**src/rtl/fault_inject_ctrl.sv**
```systemverilog
// Campaign controller for single-bit fault injection on a registered data
// stream. A campaign of num_inj injections, spaced by gap idle cycles, flips
// one LFSR-selected bit of the next valid word at each injection slot. The
// data path always has a fixed one-cycle latency and is never stalled.
module fault_inject_ctrl #(
   parameter int unsigned W     = 16,      // data width: 4, 8, 16 or 32
   parameter int unsigned CNT_W = 8,       // injection count width
   parameter int unsigned GAP_W = 16,      // inter-injection gap width
   parameter logic [15:0] SEED  = 16'hACE1 // LFSR reset value, nonzero
) (
   input  logic                   clk,
   input  logic                   n_reset,
   input  logic                   start,
   input  logic                   abort,
   input  logic [CNT_W-1:0]       num_inj,
   input  logic [GAP_W-1:0]       gap,
   input  logic [W-1:0]           data_in,
   input  logic                   data_valid,
   output logic [W-1:0]           data_out,
   output logic                   data_out_valid,
   output logic                   busy,
   output logic                   done,
   output logic [CNT_W-1:0]       inj_count,
   output logic [$clog2(W)-1:0]   last_pos
);

   localparam int unsigned PW = $clog2(W);

   typedef enum logic [1:0] {
      S_IDLE  = 2'd0,
      S_WAIT  = 2'd1,
      S_ARMED = 2'd2,
      S_DONE  = 2'd3
   } state_t;

   state_t            state, state_nxt;
   logic [CNT_W-1:0]  remaining, remaining_nxt;
   logic [GAP_W-1:0]  gap_reg, gap_reg_nxt;
   logic [GAP_W-1:0]  cnt, cnt_nxt;
   logic [CNT_W-1:0]  inj_count_nxt;
   logic [PW-1:0]     last_pos_nxt;
   logic [15:0]       lfsr;
   logic              lfsr_fb;
   logic [PW-1:0]     pos;
   logic              inject;
   logic [W-1:0]      flip_mask;

   // Bit position for an injection comes from the current (pre-shift) LFSR.
   assign lfsr_fb = lfsr[15] ^ lfsr[13] ^ lfsr[12] ^ lfsr[10];
   assign pos     = lfsr[PW-1:0];

   // Free-running Fibonacci LFSR, x^16+x^14+x^13+x^11+1; advances every cycle
   // regardless of campaign state.
   // NOTE: sequential state is written with non-blocking assignments so every
   // register samples the pre-edge values of the others, independent of
   // statement order; blocking assignments here would create order-dependent
   // races in simulation and can mismatch the synthesised netlist.
   always_ff @(posedge clk or negedge n_reset) begin
      if (!n_reset) begin
         lfsr <= SEED;
      end else begin
         lfsr <= {lfsr[14:0], lfsr_fb};
      end
   end

   // Next-state and campaign bookkeeping; abort overrides everything,
   // including a start in the same cycle and an injection in ARMED.
   // NOTE: every signal driven here gets a default first, so no path through
   // the case leaves it unassigned; a missing default would infer a latch.
   always_comb begin
      state_nxt     = state;
      remaining_nxt = remaining;
      gap_reg_nxt   = gap_reg;
      cnt_nxt       = cnt;
      inj_count_nxt = inj_count;
      last_pos_nxt  = last_pos;
      inject        = 1'b0;

      if (abort) begin
         state_nxt = S_IDLE;
      end else begin
         unique case (state)
            S_IDLE: begin
               if (start) begin
                  remaining_nxt = num_inj;
                  gap_reg_nxt   = gap;
                  cnt_nxt       = gap;
                  inj_count_nxt = '0;
                  state_nxt     = (num_inj != '0) ? S_WAIT : S_DONE;
               end
            end
            S_WAIT: begin
               // WAIT lasts gap+1 cycles: gap decrements plus the exit cycle.
               if (cnt == '0) begin
                  state_nxt = S_ARMED;
               end else begin
                  cnt_nxt = cnt - GAP_W'(1);
               end
            end
            S_ARMED: begin
               // Hold until a valid word shows up, then flip one of its bits.
               if (data_valid) begin
                  inject        = 1'b1;
                  inj_count_nxt = inj_count + CNT_W'(1);
                  last_pos_nxt  = pos;
                  remaining_nxt = remaining - CNT_W'(1);
                  if (remaining == CNT_W'(1)) begin
                     state_nxt = S_DONE;
                  end else begin
                     cnt_nxt   = gap_reg;
                     state_nxt = S_WAIT;
                  end
               end
            end
            S_DONE: begin
               state_nxt = S_IDLE;
            end
            default: begin
               state_nxt = S_IDLE;
            end
         endcase
      end
   end

   // One-hot flip mask for the word being injected this cycle.
   always_comb begin
      flip_mask = '0;
      if (inject) begin
         flip_mask[pos] = 1'b1;
      end
   end

   // Campaign state registers; busy and done are registered alongside the
   // state so they are glitch-free and aligned with it.
   always_ff @(posedge clk or negedge n_reset) begin
      if (!n_reset) begin
         state     <= S_IDLE;
         remaining <= '0;
         gap_reg   <= '0;
         cnt       <= '0;
         inj_count <= '0;
         last_pos  <= '0;
         busy      <= 1'b0;
         done      <= 1'b0;
      end else begin
         state     <= state_nxt;
         remaining <= remaining_nxt;
         gap_reg   <= gap_reg_nxt;
         cnt       <= cnt_nxt;
         inj_count <= inj_count_nxt;
         last_pos  <= last_pos_nxt;
         busy      <= (state_nxt == S_WAIT) || (state_nxt == S_ARMED);
         done      <= (state_nxt == S_DONE);
      end
   end

   // Inline data register: fixed one-cycle latency, optional single-bit flip.
   always_ff @(posedge clk or negedge n_reset) begin
      if (!n_reset) begin
         data_out       <= '0;
         data_out_valid <= 1'b0;
      end else begin
         data_out       <= data_in ^ flip_mask;
         data_out_valid <= data_valid;
      end
   end

endmodule
```
**config.mk**
```make
export PLATFORM = sky130hd
export DESIGN_NAME = fault_inject_ctrl
export DESIGN_NICKNAME = d
export VERILOG_FILES = /design/src/rtl/fault_inject_ctrl.sv
export SDC_FILE = /design/constraint.sdc
export NUM_CORES = 1
export LEC_CHECK = 0
export CORE_ASPECT_RATIO = 1.75
export CORE_MARGIN = 5
export CORE_UTILIZATION = 50
export CTS_BUF_LIST = sky130_fd_sc_hd__clkbuf_16
export CTS_CLUSTER_SIZE = 8
export DETAILED_ROUTE_END_ITERATION = 16
export PLACE_DENSITY = 0.78
export SLEW_MARGIN = 20
export SYNTH_ARGS = -nofsm -noshare
export SYNTH_HDL_FRONTEND = slang
export SYNTH_SLANG_ARGS = --single-unit
```
**constraint.sdc**
```tcl
create_clock -name clk -period 6.9 [get_ports clk]
set_clock_uncertainty 0.1 [all_clocks]
set_input_delay 0.69 -clock clk [delete_from_list [all_inputs] [get_ports clk]]
set_output_delay 0.69 -clock clk [all_outputs]
set_load 0.05 [all_outputs]
```
# == Yosys cells after proc, flatten, opt, wreduce, memory -nomap -nowiden ==
# Index checks and enable logic that the tools add are counted.
# totals
regBits,89
inputBits,45
wordCells,67
# classes
addsub,3
magnitude_cmp,2
n_eq_ne,11
muxes,24
n_bitwise,5
n_reduce_logical,11
# ops
cell,count
2-to-1 mux 16 bit,5
case mux 16 bit (3 select lines),1
2-to-1 mux 8 bit,4
case mux 8 bit (2 select lines),2
logical NOT 16 bit,1
subtractor 16 x 1 -> 16 bit (second input constant),1
XOR 16 bit,1
2-to-1 mux 2 bit,6
adder 8 x 1 -> 8 bit (second input constant),1
== test 2 bit (second input constant),4
== test 8 x 1 -> 1 bit (second input constant),1
!= test 2 bit (second input constant),4
case mux 2 bit (4 select lines),1
nonzero test 8 bit,1
subtractor 8 x 1 -> 8 bit (second input constant),1
AND reduction 3 bit,2
AND reduction 6 bit,1
< comparator 4 x 5 -> 1 bit (second input constant),1
demux 1 bit (select 4 bit),1
== test 2 x 1 -> 1 bit (second input constant),2
greater-or-equal comparator 4 x 1 -> 1 bit (second input constant),1
2-to-1 mux 1 bit,4
AND reduction 4 bit,1
nonzero test 3 bit,1
other kinds (6),8

# == Depth between registers and ports, before layout ==
# depth
ltp_word,7
depth_mapped,9
depth_no_buf,8

# == Worst setup path before layout ==
# No wires, ideal clock.
# synth_timing
path_type,register to register
from,reg cnt[8]
to,reg busy
t_arrival_ns,2.029
slack_ns,4.645
path_stages_with_launch,7
path_buffers,0
synth_period_minus_slack_ns,2.255
path_cell_list,dfrtp_1 or4_4 nor4_2 and2_1 o21ai_1 a221oi_1 ha_1
# synth_via
elab_chain_cells,6
word_cells_on_any_way,7
# synth_rtl
element,line_no,rtl
"start, declared",39,"logic [GAP_W-1:0] cnt, cnt_nxt;"
"start signal, assigned",149,cnt <= cnt_nxt;
logical NOT 16 bit (*),94,if (cnt == '0) begin
2-to-1 mux 2 bit (*),94,
case mux 2 bit (4 select lines) (*),82,unique case (state)
2-to-1 mux 2 bit (*),79,if (abort) begin
via state_nxt[1],36,"state_t state, state_nxt;"
== test 2 x 1 -> 1 bit or == test 2 bit (tied branches),152,busy <= (state_nxt == S_WAIT) || (state_nxt == S_ARMED);
logical OR 1 bit (*),152,
"end signal, assigned",152,
"end, declared",21,"output logic busy,"
# The timed path passes the listed nets; every way through them passes the cells marked *.
# A chain may end at the register's enable or synchronous reset.

# == Final worst setup path ==
# layout_timing
from,reg state[0]
to,reg cnt[6]
# layout_via
elab_chain_cells,3
word_cells_on_any_way,10
# layout_rtl
element,line_no,rtl
"start, declared",36,
"start signal, assigned",146,state <= state_nxt;
"== test 2 bit, or another cell as far along",82,
!= test 2 bit (no source line) or nonzero test 3 bit (tied branches),--,
AND reduction 6 bit (no source line),--,
# Several ways; a longest one is shown, not always the timed one.

==> impl_results.md <==
* Status: finished clean
* FMAX at 353 MHz
* Routability cong. at 0.811
* Reg2Reg Depth at 7
* NumNets Final at 550
* Async SR Flop Fraction at 100%
* Initial antenna violation count at 0
* Setup_tns at 0 ps
* Drt first pass iters at 4
* Clk_lat worst skew at 330 ps
* Vias per cell at roughly 5.5
* Clock slew at reported path FFs at 60 ps
* WHS at 71.8 ps
* Port bufs at between 70 and 80
* Register bit total from synthesis at 89
* Share of cells above drive strength 1 at a little under an eighth
* Slew margin rel. at 37.9%
* Final Routed Wirelength at 9770 microns
* Synth Flop Type: dfrtp_1
* Synth cell types at 50
* Post-CTS setup buffers at 0
* GRT Overall Usage at ~20%
* Die area at 0.0108 sq mm
* Req. time, crit path at 7020 ps
* Cells after Synth at 424
* CP Class: flop to flop
* CTS Buffer Depth at 2
* Final Max Slew Viols at 0
* Largest net degree at the start of global routing at 81
* Post-DP HPWL at 7000 microns
* Hold buffer count at cts at 0
* CTS Root Cell: clkbuf_16
* Synthesized area per cell at 10.4 sq um
* DRC Markers at 0
* Die Wd at 80.9 microns
* PD cells at between 300 and 400 mW/mm^2
* Area of the multi-input gates at 0.00201 sq mm
* Worst VDD drop at 0.239 mV
* CTS buffer count at 9
* Ports at 76
* Routed Antenna Nets at 0
* Post-cts sizing count at 0
* First-pass GRT wire length at between 15000 and 20000 microns
* Synth Cell Area at ~0.0044 sq mm
* CP startpoint kind: flop
* Vias post-DR at 3390
* Post-synth EDFFs at 0
* Max Cap Viol at 0
* Die Span Y at 134 microns
* Final setup fails at 0
* Placeable Area at 0.00867 sq mm
* Fill count at 741
* Antenna diode instance count at 0
* TritonCTS clock tree: built
* Final hold vios at 0
* Post-Syn Nets at 479
* LEAKAGE at roughly 2.3 nW
* Final Critical Period at 2830 ps
* H-tree levels at 3
* Vias in the first global route at around 3500
* DRT iter0 DRCs at approximately 210
* Element type at the critical path end: flop
* Max FO, Critical Path at 16
* Reg area at between 0.002 and 0.0025 sq mm
* Row Count at 45
* HP Class: input pin to async pin
* WL/cell at 15.8 microns
* WP data arrival at just under 3000 ps
* RSZ-0062 raised after global routing: false
* GRT overflow at 0
* Initial core utilization at 50.7%
* Layout area overhead at 26.3%
* # clock sinks at 89
* Least-Margin Pin Slew at around 930 ps
* YS warnings at 0
* Period utilization at 41.1%
* Post-synthesis sequential area ratio at about half
==> layout by cell type (no fill, tap or decap), drive strengths merged, types with 7 or more instances in the layout <==
cell type       n
nand2          31
nor4           10
dfrtp          81
ha             10
nand3          18
dfstp           8
xor2           14
nand2b         10
clkbuf          9
a31oi           7
o22ai           7
nor3            9
xnor2          10
a21oi          17
inv            18
mux2           24
o21ai          37
nor2           31
clkdlybuf4s50  74
==> stage by stage <==
stage / instance area (sq um) / std cells / power (mW) / setup slack, ps / util, %
4_1_cts: 5550 / 617 / 2.14 / 4100 / 64.0
2_1_floorplan: 4400 / 424 / 1.40 / 4640 / -
6_report: 5550 / 617 / 2.12 / 4070 / 64.1
3_5_place_dp: 5240 / 601 / 1.62 / 3870 / 60.4
5_1_grt: 5550 / 617 / 2.27 / 3890 / 64.1
3_3_place_gp: 5240 / 601 / 1.60 / 3950 / 60.4
==> cell families after synthesis <==
| family | count (synthesis) | synth area share [%] |
|---|---|---|
| flip-flops | 89 | 50.9 |
| XOR/XNOR | 24 | 4.78 |
| AND/OR/NAND/NOR | 137 | 16.5 |
| adder cells (fa/ha/maj) | 10 | 2.84 |
| buffers and inverters | 37 | 3.44 |
| multiplexers | 30 | 8.11 |
| AO/OA/AOI/OAI | 97 | 13.5 |
==> critical path, cell delays in order, from the launching register on <==
cell	delay [ps]
dfrtp_1	390
inv_1	90
ha_1	410
nor2b_1	260
nor3_1	440
nand3b_2	280
nor2_4	390
mux2_4	340
==> Yosys cell counts, types with 13 or more instances <==
cell | number | area (sq um)
a21oi_1 | 17 | 85.1
o21ai_1 | 13 | 65.1
mux2_2 | 16 | 180
inv_1 | 18 | 67.6
o21ai_0 | 24 | 120
nand3_1 | 18 | 90.1
dfrtp_1 | 81 | 2030
clkbuf_1 | 13 | 48.8
nor2_1 | 30 | 113
nand2_1 | 31 | 116
xor2_1 | 14 | 123
==> layout make-up <==
cell class	instances	area share, %
clock inverters	7	1.53
clock buffers	9	4.05
repair buffers	79	14.1
well taps	117	2.64
inverters	18	1.22
multi-input cells	298	36.2
flip-flops and latches	89	40.3
==> power by group <==
part / internal [mW] / total, mW / switching, mW / leakage (nW)
logic: 0.355 / 0.821 / 0.466 / 1.08
registers: 0.662 / 0.801 / 0.138 / 1.09
clock network: 0.313 / 0.504 / 0.190 / 0.150
==> path summary, 6_finish.rpt <==
path,start,to,slack (ps)
setup reg to reg,state[0],cnt[6],4070
max in group asynchronous,n_reset,gap_reg[10],5700
min in group clk,lfsr[8],lfsr[9],250
setup / recovery,state[0],cnt[6],4070
hold reg to reg,lfsr[8],lfsr[9],250
hold / removal,n_reset,busy,70
==> per-layer routing <==
metal | vias up | part of all wire (%) | wire, microns | GRT usage, %
met5 | - | 0 | 0 | 0
met4 | 0 | 2.3 | 224 | 8.36
met3 | 17 | 4.5 | 439 | 4.23
met2 | 73 | 56 | 5450 | 34.9
met1 | 1653 | 37 | 3650 | 22.2
li1 | 1647 | - | - | -
Note: power is estimated with default switching activity, not from simulation.
